[config.mk]
export PLATFORM = sky130hd
export DESIGN_NAME = cart_sram_backup
export DESIGN_NICKNAME = d
export VERILOG_FILES = /design/src/rtl/cart_sram_backup.sv
export SDC_FILE = /design/constraint.sdc
export NUM_CORES = 1
export LEC_CHECK = 0
export BUFFER_PORTS_ARGS = -buffer_cell sky130_fd_sc_hd__buf_2
export CAP_MARGIN = 5
export CORE_ASPECT_RATIO = 0.9
export CORE_MARGIN = 2
export CORE_UTILIZATION = 39
export DETAILED_ROUTE_END_ITERATION = 12
export PLACE_DENSITY = 0.89
export RECOVER_POWER = 25
export REMOVE_ABC_BUFFERS = 1
export SYNTH_ARGS = -nofsm -noshare
export SYNTH_HDL_FRONTEND = slang
export SYNTH_SLANG_ARGS = --single-unit
[constraint.sdc]
create_clock -name clk -period 4.7 [get_ports clk]
set_clock_uncertainty 0.1 [all_clocks]
set_input_delay 0.235 -clock clk [delete_from_list [all_inputs] [get_ports clk]]
set_output_delay 0.235 -clock clk [all_outputs]
set_load 0.03 [all_outputs]
[src/rtl/cart_sram_backup.sv]
// Backup-SRAM controller: shares the cartridge SRAM between mapper CPU access
// and a sector engine that loads/saves the image over the sd_* block interface.
module cart_sram_backup #(
    parameter int unsigned SRAM_AW = 15
) (
    input  logic                clk,
    input  logic                reset,
    input  logic [SRAM_AW-1:0]  cpu_addr,
    input  logic [7:0]          cpu_din,
    input  logic                cpu_we,
    input  logic                cpu_oe,
    output logic [7:0]          cpu_dout,
    output logic [SRAM_AW-1:0]  ram_addr,
    output logic [7:0]          ram_din,
    output logic                ram_we,
    input  logic [7:0]          ram_dout,
    input  logic                load_req,
    input  logic                save_req,
    output logic [31:0]         sd_lba,
    output logic                sd_rd,
    output logic                sd_wr,
    input  logic                sd_ack,
    input  logic [8:0]          sd_buff_addr,
    input  logic [7:0]          sd_buff_dout,
    output logic [7:0]          sd_buff_din,
    input  logic                sd_buff_wr,
    output logic                busy,
    output logic                dirty
);

    localparam int unsigned SEC_W = SRAM_AW - 9;

    typedef enum logic [1:0] {S_IDLE, S_REQ, S_XFER, S_NEXT} state_t;
    typedef enum logic {OP_LOAD, OP_SAVE} op_t;

    state_t             state_q, state_d;
    op_t                op_q, op_d;
    logic [SEC_W-1:0]   sec_q, sec_d;
    logic               dirty_q, dirty_d;
    logic               busy_q, busy_d;
    logic               sd_rd_q, sd_rd_d;
    logic               sd_wr_q, sd_wr_d;

    // Read enable has no effect: the SRAM read path is always live.
    logic unused_cpu_oe;
    assign unused_cpu_oe = cpu_oe;

    always_ff @(posedge clk or posedge reset) begin
        if (reset) begin
            state_q <= S_IDLE;
            op_q    <= OP_LOAD;
            sec_q   <= '0;
            dirty_q <= 1'b0;
            busy_q  <= 1'b0;
            sd_rd_q <= 1'b0;
            sd_wr_q <= 1'b0;
        end else begin
            state_q <= state_d;
            op_q    <= op_d;
            sec_q   <= sec_d;
            dirty_q <= dirty_d;
            busy_q  <= busy_d;
            sd_rd_q <= sd_rd_d;
            sd_wr_q <= sd_wr_d;
        end
    end

    always_comb begin
        state_d = state_q;
        op_d    = op_q;
        sec_d   = sec_q;
        dirty_d = dirty_q;
        case (state_q)
            S_IDLE: begin
                if (cpu_we) dirty_d = 1'b1;
                // A CPU write in the same cycle counts toward the save decision.
                if (load_req) begin
                    state_d = S_REQ;
                    op_d    = OP_LOAD;
                    sec_d   = '0;
                end else if (save_req && (dirty_q || cpu_we)) begin
                    state_d = S_REQ;
                    op_d    = OP_SAVE;
                    sec_d   = '0;
                end
            end
            S_REQ:  if (sd_ack)  state_d = S_XFER;
            S_XFER: if (!sd_ack) state_d = S_NEXT;
            S_NEXT: begin
                if (&sec_q) begin
                    state_d = S_IDLE;
                    sec_d   = '0;
                    dirty_d = 1'b0;
                end else begin
                    state_d = S_REQ;
                    sec_d   = sec_q + SEC_W'(1);
                end
            end
            default: state_d = S_IDLE;
        endcase
        busy_d  = (state_d != S_IDLE);
        sd_rd_d = (state_d == S_REQ) && (op_d == OP_LOAD);
        sd_wr_d = (state_d == S_REQ) && (op_d == OP_SAVE);
    end

    // SRAM ownership: CPU in IDLE, sector engine otherwise.
    always_comb begin
        ram_addr = cpu_addr;
        ram_din  = cpu_din;
        ram_we   = cpu_we;
        cpu_dout = ram_dout;
        if (state_q != S_IDLE) begin
            ram_addr = {sec_q, sd_buff_addr};
            ram_din  = sd_buff_dout;
            ram_we   = (op_q == OP_LOAD) && sd_buff_wr && sd_ack;
            cpu_dout = 8'hFF;
        end
    end

    assign sd_buff_din = ram_dout;
    assign sd_lba      = 32'(sec_q);
    assign sd_rd       = sd_rd_q;
    assign sd_wr       = sd_wr_q;
    assign busy        = busy_q;
    assign dirty       = dirty_q;

endmodule

# Word-level counts from Yosys, hierarchy flattened
# Cells that the tools add are included.
totals:
  regBits: 13
  latch_bits: 0
  ramBits: 0
  rom_bits: 0
  inputBits: 56
  output_inout_bits: 76
  wordCells: 50
  memories: 0
classes:
  n_addsub: 1
  n_mul: 0
  div_mod_pow: 0
  magnitude_cmp: 0
  eq_ne: 7
  shift: 0
  mux: 20
  n_bitwise: 2
  n_reduce_logical: 13
op_table:
  columns: ["operator", "count"]
  rows:
  - ["$mux W6", 3]
  - ["$mux W8", 2]
  - ["$mux W15", 1]
  - ["$pmux W6 S2", 1]
  - ["$mux W2", 4]
  - ["$pmux W2 S4", 1]
  - ["$mux W1", 7]
  - ["$add A6 B1 Y6 const B", 1]
  - ["$reduce_and A6 Y1", 1]
  - ["$reduce_bool A2 Y1", 3]
  - ["$logic_and A1 B1 Y1", 5]
  - ["$eq A2 B1 Y1 const B", 2]
  - ["$eq A2 B2 Y1 const B", 2]
  - ["$ne A2 B2 Y1 const B", 2]
  - ["$ne A3 B3 Y1 const B", 1]
  - ["$reduce_and A3 Y1", 1]
  - ["$logic_not A2 Y1", 1]
  - ["$not A1 Y1", 2]
  - ["$pmux W1 S2", 1]
  - ["$reduce_and A2 Y1", 1]
  - ["$logic_or A1 B1 Y1", 1]

# Depth between registers and ports, before layout
# Gate-level depths: netlist (run 1).
depth:
  word_depth: 7
  depth_mapped: 6
  depth_no_buf: 6

# Least setup slack after synthesis (run 1)
# OpenSTA, ideal clock, no wires.
synth_path:
  path_type: "reg2out"
  startpoint: "register state_q[0]"
  endpoint: "output port ram_we"
  arrival_ps: 1834
  required_ps: 4365
  slack_ps: 2531
  path_stages_with_launch: 6
  path_buffers: 2
  cell_sequence: "dfrtp_1 > inv_1 > ha_1 > buf_4 > buf_2 > o21ai_0"
synth_via:
  elab_chain_len: 2
synth_lines:
  columns: ["item", "line_no", "rtl"]
  rows:
  - ["start, declared", "36", "state_t state_q, state_d;"]
  - ["start signal, assigned", "58", "state_q <= state_d;"]
  - ["$reduce_bool A2 Y1", "112", "if (state_q != S_IDLE) begin"]
  - ["$mux W1", "112", null]
  - ["end, declared", "15", "output logic ram_we,"]
# No other way between the ends.

# Worst setup path in the final report (run 1)
layout_path:
  startpoint: "register state_q[0]"
  endpoint: "output port ram_addr[2]"
layout_via:
  elab_chain_len: 2
layout_lines:
  columns: ["item", "line_no", "rtl"]
  rows:
  - ["$reduce_bool A2 Y1", "112", null]
  - ["$mux W15", "112", null]
  - ["end, declared", "13", "output logic [SRAM_AW-1:0] ram_addr,"]
# No other way between the ends.

==> qor.yml, run 1 <==
layout:
  synthToLayoutAreaGrowth_pct: 32.2
  fin_util: 0.532
  fill_cells: 322
  final_nets: 298
  design_area_um2: 1780
  diodes: 0
  drive_above_1_share: 0.564
global_route:
  grt_max_degree: 43
  grt_pass1_wl_um: 4460
  grt-ovfl-total: 0
  antenna_found_initial: 0
  grtUsageTotal: 0.149
  grt_pass1_vias: 999
synth:
  synth_edf_count: 0
  synth_top_family_by_area: "buffers and inverters"
  synth_top_area_frac: 0.241
  synth.most_common_cell: "buf_4"
  avgSynthCellArea_um2: 9.64
  synth_compound_area_frac: 0.150
  synthTopCellsByCount: "buf_4 (37), mux2_2 (23), dfrtp_1 (13), nand2b_1 (11), o21ai_0 (9)"
  synth_area_leaders: "dfrtp_1 (24%), buf_4 (21%), mux2_2 (19%)"
  synth_top_area_cell: "dfrtp_1"
  synthArstFlopShare: 1.00
  synthCells: 140
  synthXorXnorAreaFrac: 0
  yosys_warnings: 0
  synthDistinctLibCells: 31
  ys_seq_area_frac: 0.241
  synthSimpleGateAreaFrac: 0.127
  synth_area_um2: 1350
  synthMuxAreaShare: 0.207
  synthFlopType: "dfrtp_1"
  synthAdderAreaFrac: 0.0463
  ys_ff_latch: 13
route:
  ant_nets: 0
  wirelength_um: 3160
  first_pass_iters: 4
  num_vias: 1256
  drcViolationCount: 0
  viasPerCell: 4.49
  dr.first_iter.drc_count: 15
  wl_per_cell_um: 11.3
setup_path:
  cp_cell_sequence: "inv_1 > ha_2 > mux2_2 > buf_2"
  cp-endpoint: "ram_addr[2]"
  r2r_start: "state_q[0]"
  reg2reg_depth: 6
  crit_start: "state_q[0]"
  regToRegEndpoint: "sec_q[3]"
  slowest_stage: "ha_2"
  critPathMaxStageDelay_ns: 0.75
  cp-end-kind: "primary output"
  start_kind: "flip-flop"
  rrSetupSlack_ns: 2.31
  cp_max_fo: 42
  worst-endpoint-required_ns: 4.37
  worstSetupPathType: "flip-flop to primary output"
  crit_arrival_ns: 2.21
pwr:
  power_uw: 1000
  p_per_area_nw_per_um2: 563
  ir_drop_v: 0.000314
  p_sw_frac: 0.543
  p_int_uw: 459
  pwr-share-comb: 0.739
  p_sw_uw: 545
  p_seq_frac: 0.161
  pwr-share-clk: 0.101
  leakagePower_uw: 0.000950
floorplan:
  core_area_um2: 3350
  start_util: 0.403
  std_cell_rows: 20
  dieWidth_um: 66.0
  fp.dieArea_um2: 3950
  io_pins: 132
  die_y_um: 59.8
run:
  cap_violations: 0
timing:
  final_max_slew_viol_count: 0
  fin_crit_ns: 2.55
  setup_violations: 0
  rsz0062_at_grt: "no"
  tightest_slew_ns: 0.850
  setup-tns-final_ns: 0
  fmax_ghz: 0.393
  finalHoldViolations: 0
  period_share: 0.542
  relSlewSlack: 0.433
clock_network:
  clk_latency_ns: 0.25
  cts_tree: "yes"
  cts_resized: 0
  cts_sinks: 13
  htree_levels: 1
  clk_pin_slew_ns: 0.06
  clock-root-buffer: "clkbuf_8"
  clk_path_buf_depth: 2
  cts_buffers: 3
placed_design:
  portBuffers: 104
  dp_hpwl_um: 2610
  gp_congestion: 0.766
  place_area_um2: 1740
run_status:
  outcome: "finished, final reports clean"
min_path:
  min-delay-start: "load_req"
  worstHoldPathType: "input pin to flip-flop"
[cell usage in the layout, fill, tap and decap left out, drive strengths merged]
cell type	instances
a21o	3
a21oi	4
a22o	2
a31oi	1
and3	2
buf	95
clkbuf	12
clkinv	1
conb	26
dfrtp	13
dlygate4sd3	1
ha	5
inv	6
mux2	23
mux2i	2
nand2	5
nand2b	12
nand3	2
nand3b	2
nor2	1
nor3	1
nor3b	1
nor4	1
o211ai	1
o21a	1
o21ai	10
o22ai	1
o311a	1
o32ai	1
[power groups by stage]
stage	clock (µW)	sequential (µW)	combinational (µW)
detailed placement	0	164	747
floorplan	0	186	541
finish	101	161	741
global route	108	166	797
global placement	0	162	737
CTS	102	162	751
[registers in the layout, summed over array words and instances (netlist names)]
name	count
op_q	1
busy	1
sec_q	6
sd_rd	1
sd_wr	1
state_q	2
dirty	1
[per-stage QoR]
stage               std cells  hold WS (ns)  setup WS, ns
floorplan                 127        0.0120          2.21
global placement          275         0.176          2.35
detailed placement        275         0.193          2.29
CTS                       280         0.105          2.13
global route              280         0.104          2.02
finish                    280         0.109          2.15
[layer usage]
layer	routed length, µm	track usage	up-vias
met3	305	0.0414	4
met1	1150	0.160	568
met2	1690	0.290	63
met4	17	0.0350	0
met5	0	0	-
li1	-	-	621
[worst min path at each step]
| stage | slack [ns] | cells past startpoint | endpoint |
|---|---|---|---|
| 6_report | 0.11 | 2 | op_q |
| 5_1_grt | 0.10 | 2 | op_q |
| 4_1_cts | 0.10 | 2 | op_q |
| 3_5_place_dp | 0.19 | 2 | state_q[0] |
| 3_3_place_gp | 0.18 | 2 | sd_rd |
| 2_1_floorplan | 0.01 | 1 | busy |
[worst max-delay path, delay by kind of cell (launching register included)]
kind | cells | cell delay, ns
multiplexers | 1 | 0.43
buffers and inverters | 2 | 0.30
flip-flops | 1 | 0.47
adder cells (fa/ha/maj) | 1 | 0.75
[kinds of logic after synthesis]
family / count (synthesis)
other: 1
flip-flops: 13
AO/OA/AOI/OAI: 25
buffers and inverters: 44
adder cells (fa/ha/maj): 5
multiplexers: 25
AND/OR/NAND/NOR: 27
[cell type report]
cell class,instances,area (µm²),share of cell area
Clock buffer,3,41.3,0.0231
Clock inverter,1,5.00,0.00281
Inverter,6,22.5,0.0126
Multi-Input combinational cell,108,816,0.457
Sequential cell,13,325,0.182
Tap cell,44,55.1,0.0309
Timing Repair Buffer,105,519,0.291
[what timing repair did]
action	4_1_cts	5_1_grt
hold buffers	1	0
setup buffers	0	0
endpoints found under the setup margin	0	0
hold endpoints to repair	13	0
No activity file was read; power rests on OpenSTA's default activity.
==> run 2: changes to the inputs <==
--- a/config.mk
+++ b/config.mk
@@ -9,9 +9,9 @@
 export CAP_MARGIN = 5
 export CORE_ASPECT_RATIO = 0.9
 export CORE_MARGIN = 2
-export CORE_UTILIZATION = 39
+export CORE_UTILIZATION = 36
 export DETAILED_ROUTE_END_ITERATION = 12
-export PLACE_DENSITY = 0.89
+export PLACE_DENSITY = 0.83
 export RECOVER_POWER = 25
 export REMOVE_ABC_BUFFERS = 1
 export SYNTH_ARGS = -nofsm -noshare
==> constraint.sdc (replaced) <==
create_clock -name clk -period 2.6 [get_ports clk]
set_clock_uncertainty 0.1 [all_clocks]
set_input_delay 0.13 -clock clk [delete_from_list [all_inputs] [get_ports clk]]
set_output_delay 0.13 -clock clk [all_outputs]
set_load 0.03 [all_outputs]
==> qor.yml, run 2 (same netlist as run 1, synthesis figures left out) <==
run_status:
  outcome: "finished, final reports clean"
clock_network:
  clk_path_buf_depth: 2  # unchanged
  postCtsSetupRepairBufs: 0  # unchanged
  cts_sinks: 13  # unchanged
  cts_buffers: 3  # unchanged
  clk_latency_ns: 0.24  # about the same
  cts_hold_buf: 1  # unchanged
  cts_resized: 0  # unchanged
  cts_tree: "yes"
  htree_levels: 1  # unchanged
  clock-root-buffer: "clkbuf_8"
  clk_pin_slew_ns: 0.05  # about the same
run:
  cap_violations: 0  # unchanged
timing:
  setup-tns-final_ns: 0  # unchanged
  finalHoldViolations: 0  # unchanged
  setup_violations: 0  # unchanged
  rsz0062_at_grt: "no"
  fmax_ghz: 0.460
  fin_crit_ns: 2.17
  final_max_slew_viol_count: 0  # unchanged
  period_share: 0.836
  final.setup.worst_slack_ns: 0.426  # -1.73 ns
floorplan:
  dieWidth_um: 68.6  # +3.8%
  fp.dieArea_um2: 4260  # +7.8%
  io_pins: 132  # unchanged
  die_y_um: 62.1  # +3.8%
  std_cell_rows: 21  # +5.0%
  start_util: 0.370  # -0.0330
  core_area_um2: 3650  # +8.9%
setup_path:
  worst-endpoint-required_ns: 2.37  # -2.00 ns
  start_kind: "flip-flop"
  cp-end-kind: "primary output"
  reg2reg_depth: 6  # unchanged
  worstSetupPathType: "flip-flop to primary output"
  cp_max_fo: 20  # -52%
  crit_arrival_ns: 1.94  # -0.27 ns
route:
  dr.first_iter.drc_count: 21  # +6
  wirelength_um: 3020  # -4.5%
  num_vias: 1226  # -2.4%
  ant_nets: 0  # unchanged
  drcViolationCount: 0  # unchanged
  wl_per_cell_um: 10.6  # -5.9%
  first_pass_iters: 4  # unchanged
  viasPerCell: 4.32  # -3.8%
global_route:
  antenna_found_initial: 0  # unchanged
  grt_pass1_vias: 790  # -21%
  grt_max_degree: 21  # -51%
  grt_pass1_wl_um: 3850  # -14%
  grt-ovfl-total: 0  # unchanged
  grtUsageTotal: 0.125  # -0.0242
min_path:
  whs_path_depth: 2  # unchanged
  worstHoldPathType: "input pin to flip-flop"
placed_design:
  dp_hpwl_um: 2560  # -2.0%
  dp_cells: 279  # +1.5%
  place_area_um2: 1760  # +1.0%
  dp_slack_ns: 0.666  # -1.63 ns
  portBuffers: 104  # unchanged
  gp_congestion: 0.706  # -7.8%
layout:
  diodes: 0  # unchanged
  final_nets: 300  # +0.67%
  final_cell_mix: "buf_2 (96), conb_1 (26), mux2_2 (23)"
  top_register: "sec_q"
  final_common_cell: "buf_2"
  design_area_um2: 1800  # +0.98%
  fin_cells: 284  # +1.4%
  drive_above_1_share: 0.567  # +0.00367
  reg_top3: "sec_q: 6 flops, state_q: 2 flops"
  synthToLayoutAreaGrowth_pct: 33.5
  largest_register_ff_count: 6  # unchanged
pwr:
  p_per_area_nw_per_um2: 1010  # +80%
  leakagePower_uw: 0.000959  # +1.0%
  ir_drop_v: 0.000517  # +65%
==> run 2: worst paths after layout <==
| check | start | to | slack [ns] |
|---|---|---|---|
| max | state_q[0] | ram_din[5] | 0.43 |
| min | load_req | op_q | 0.01 |
| min reg2reg | dirty | dirty | 0.43 |
| max in group asynchronous | reset | sec_q[1] | 1.74 |
| max reg2reg | state_q[0] | sec_q[3] | 0.72 |
| min in group asynchronous | reset | sec_q[2] | 0.35 |
==> run 2: final cells by class <==
class | count | area (µm²)
repair buffers | 107 | 536
clock buffers | 4 | 45.0
multi-input cells | 108 | 816
well taps | 46 | 57.6
fillers | 376 | 1850
inverters | 6 | 22.5
flip-flops and latches | 13 | 325
==> run 2: worst max-delay path, cell delays in order, from the launching register on <==
cell and delay [ns]:
dfrtp_1 0.45, inv_1 0.11, ha_2 0.29, buf_4 0.29, mux2_2 0.37, buf_2 0.18
==> run 2: metal layers <==
layer  vias up  part of all wire  GRT usage
met4         0            0.0056     0.0343
li1        624                 -          -
met5         -                 0          0
met3         2             0.096     0.0378
met1       537              0.40      0.170
met2        63              0.49      0.192
==> run 2: through the flow <==
| step | hold WS, ns | power [µW] | utilization |
|---|---|---|---|
| after floorplan | -0.0930 | 1310 | - |
| after global placement | 0.0723 | 1640 | 0.481 |
| after detailed placement | 0.0766 | 1660 | 0.481 |
| after CTS | 0.00810 | 1840 | 0.496 |
| after global routing | 0.0174 | 1980 | 0.493 |
| final | 0.0138 | 1820 | 0.493 |
==> run 2: where the power goes <==
part	internal [µW]	total [µW]	switching (µW)	leakage [µW]
Clock	108	176	68.3	0.0000228
Sequential	252	291	38.2	0.000165
Combinational	491	1350	863	0.000771
Total	852	1820	970	0.000959
==> run 3: changes to the inputs <==
--- a/config.mk
+++ b/config.mk
@@ -9,9 +9,9 @@
 export CAP_MARGIN = 5
 export CORE_ASPECT_RATIO = 0.9
 export CORE_MARGIN = 2
-export CORE_UTILIZATION = 36
+export CORE_UTILIZATION = 33
 export DETAILED_ROUTE_END_ITERATION = 12
-export PLACE_DENSITY = 0.83
+export PLACE_DENSITY = 0.8
 export RECOVER_POWER = 25
 export REMOVE_ABC_BUFFERS = 1
 export SYNTH_ARGS = -nofsm -noshare
==> constraint.sdc (replaced) <==
create_clock -name clk -period 1.8 [get_ports clk]
set_clock_uncertainty 0.1 [all_clocks]
set_input_delay 0.09 -clock clk [delete_from_list [all_inputs] [get_ports clk]]
set_output_delay 0.09 -clock clk [all_outputs]
set_load 0.03 [all_outputs]
==> qor.yml, run 3 (same netlist as run 1, synthesis figures left out) <==
run_status:
  outcome: "finished, final reports clean"
floorplan:
  die_y_um: 64.7  # +4.2%
  fp.dieArea_um2: 4620  # +8.5%
  core_area_um2: 3990  # +9.3%
  start_util: 0.338  # -0.0314
  dieWidth_um: 71.4  # +4.2%
  io_pins: 132  # unchanged
  std_cell_rows: 22  # +4.8%
layout:
  synthToLayoutAreaGrowth_pct: 50.9
  final_common_cell: "buf_2"
  top_register: "sec_q"
  diodes: 0  # unchanged
  reg_top3: "sec_q: 6 flops, state_q: 2 flops"
  largest_register_ff_count: 6  # unchanged
  design_area_um2: 2040  # +13%
  drive_above_1_share: 0.590  # +0.0231
  final_cell_mix: "buf_2 (84), conb_1 (26), mux2_2 (17)"
  final_nets: 311  # +3.7%
  fin_util: 0.510  # +0.0170
  fin_cells: 297  # +4.6%
  fill_cells: 394  # +4.8%
route:
  wirelength_um: 3450  # +14%
  met1_length_um: 1280  # +4.7%
  wl_met3_um: 338  # +16%
  num_vias: 1281  # +4.5%
  wl_met2_um: 1820  # +22%
  drcViolationCount: 0  # unchanged
  dr.first_iter.drc_count: 44  # +110%
  viasPerCell: 4.31  # about the same
  ant_nets: 0  # unchanged
  wl_per_cell_um: 11.6  # +9.2%
  top_layer: "met4"
  first_pass_iters: 4  # unchanged
pwr:
  p_int_uw: 1630  # +91%
  p_seq_frac: 0.126  # -0.033
  p_sw_uw: 1550  # +60%
  pwr-share-clk: 0.081  # -0.016
  pwr-share-comb: 0.793  # +0.049
  p_per_area_nw_per_um2: 1560  # +54%
  leakagePower_uw: 0.00107  # +11%
  ir_drop_v: 0.000531  # +2.7%
  p_sw_frac: 0.487  # -0.0453
setup_path:
  start_kind: "flip-flop"
  crit_arrival_ns: 1.59  # -0.35 ns
  cp_max_fo: 10  # -50%
  crit_buf_inv: 3  # unchanged
  worstSetupPathType: "flip-flop to primary output"
  slowest_stage: "dfrtp_1"
  critPathTopFamily: "buffers and inverters"
  critPathMaxStageDelay_ns: 0.40  # -0.05 ns
  worst-endpoint-required_ns: 1.61  # -0.76 ns
  cp-end-kind: "primary output"
  cp_cell_sequence: "inv_2 > ha_4 > buf_12 > mux2_2 > buf_2"
clock_network:
  cts_tree: "yes"
  cts_buffers: 3  # unchanged
  clock-root-buffer: "clkbuf_8"
  clk_path_buf_depth: 2  # unchanged
  cts_sinks: 13  # unchanged
  clk_latency_ns: 0.24  # about the same
  htree_levels: 1  # unchanged
  clk_pin_slew_ns: 0.05  # about the same
timing:
  setup_violations: 0  # unchanged
  final_max_slew_viol_count: 0  # unchanged
  setup-tns-final_ns: 0  # unchanged
  rsz0062_at_grt: "yes"
  timing.hold.ws_ns: 0.139  # +0.125 ns
  period_share: 0.989
  fmax_ghz: 0.562
  fin_crit_ns: 1.78
  finalHoldViolations: 0  # unchanged
global_route:
  grt_pass1_vias: 979  # +24%
  grtUsageTotal: 0.127  # +0.00214
  grt-ovfl-total: 0  # unchanged
  antenna_found_initial: 0  # unchanged
  grt_max_degree: 21  # unchanged
  grt_pass1_wl_um: 4610  # +20%
run:
  cap_violations: 0  # unchanged
min_path:
  worstHoldPathType: "input pin to flip-flop"
placed_design:
  dp_hpwl_um: 2690  # +5.3%
  portBuffers: 104  # unchanged
  place_area_um2: 1810  # +3.3%
  gp_congestion: 0.742  # +5.0%
  dp_cells: 285  # +2.2%
==> run 3: cell types whose count changed in the layout (fill, tap and decap cells not counted), moves of 2 or more <==
cell / delta
mux2_2: -6
buf_12: +2
buf_4: +8
buf_2: -12
inv_1: -2
mux2_4: +6
inv_2: +2
buf_6: +10
==> run 3: layer usage <==
layer / global-route usage / vias up
li1: - / 643
met5: 0 / -
met4: 0.0212 / 0
met2: 0.221 / 61
met3: 0.0435 / 2
met1: 0.153 / 575
==> run 3: worst reg2reg max path: cells and delay by family, from the launching register on <==
family,cells,cell delay (ns)
flip-flops,1,0.35
adder cells (fa/ha/maj),1,0.30
AND/OR/NAND/NOR,1,0.18
AO/OA/AOI/OAI,2,0.43
buffers and inverters,2,0.28
==> run 3: repair_timing <==
action / 4_1_cts / 5_1_grt
cloned: 0 / 1
hold buffers: 2 / 0
setup buffers: 1 / 4
resized for setup: 3 / 38
endpoints found under the hold margin: 14 / 0
setup endpoints to repair: 24 / 24
pin swaps: 0 / 0
==> run 3: layout make-up <==
| cell class | instances | area, µm² | area share |
|---|---|---|---|
| clock inverter | 1 | 5.00 | 0.00246 |
| clock buffer | 3 | 41.3 | 0.0203 |
| inverter | 6 | 22.5 | 0.0111 |
| timing repair buffer | 118 | 727 | 0.357 |
| tap | 48 | 60.1 | 0.0295 |
| sequential | 13 | 325 | 0.160 |
| multi-input combinational | 108 | 856 | 0.420 |
==> run 3: stage by stage <==
step,setup WS [ns],total power [µW]
after floorplan,-0.671,1900
after global placement,0.0858,2520
after detailed placement,0.0685,2550
after CTS,0.000762,2870
after global routing,-0.0507,3390
final,0.0206,3180
==> run 3: worst paths after layout <==
kind | start | to | slack, ns | cells past startpoint
setup / recovery | state_q[1] | ram_addr[1] | 0.02 | 5
hold / removal | cpu_we | dirty | 0.14 | 4
setup reg to reg | state_q[0] | sd_wr | 0.08 | 6
hold reg to reg | dirty | dirty | 0.45 | 2
max in group asynchronous | reset | sec_q[5] | 0.97 | 3
min in group asynchronous | reset | sec_q[2] | 0.30 | 3
==> run 3: power groups by stage <==
| stage | sequential [µW] | clock [µW] | combinational, µW |
|---|---|---|---|
| 2_1_floorplan | 485 | 0 | 1410 |
| 3_3_place_gp | 401 | 0 | 2120 |
| 3_5_place_dp | 401 | 0 | 2140 |
| 4_1_cts | 400 | 264 | 2210 |
| 5_1_grt | 407 | 284 | 2690 |
| 6_report | 400 | 259 | 2520 |
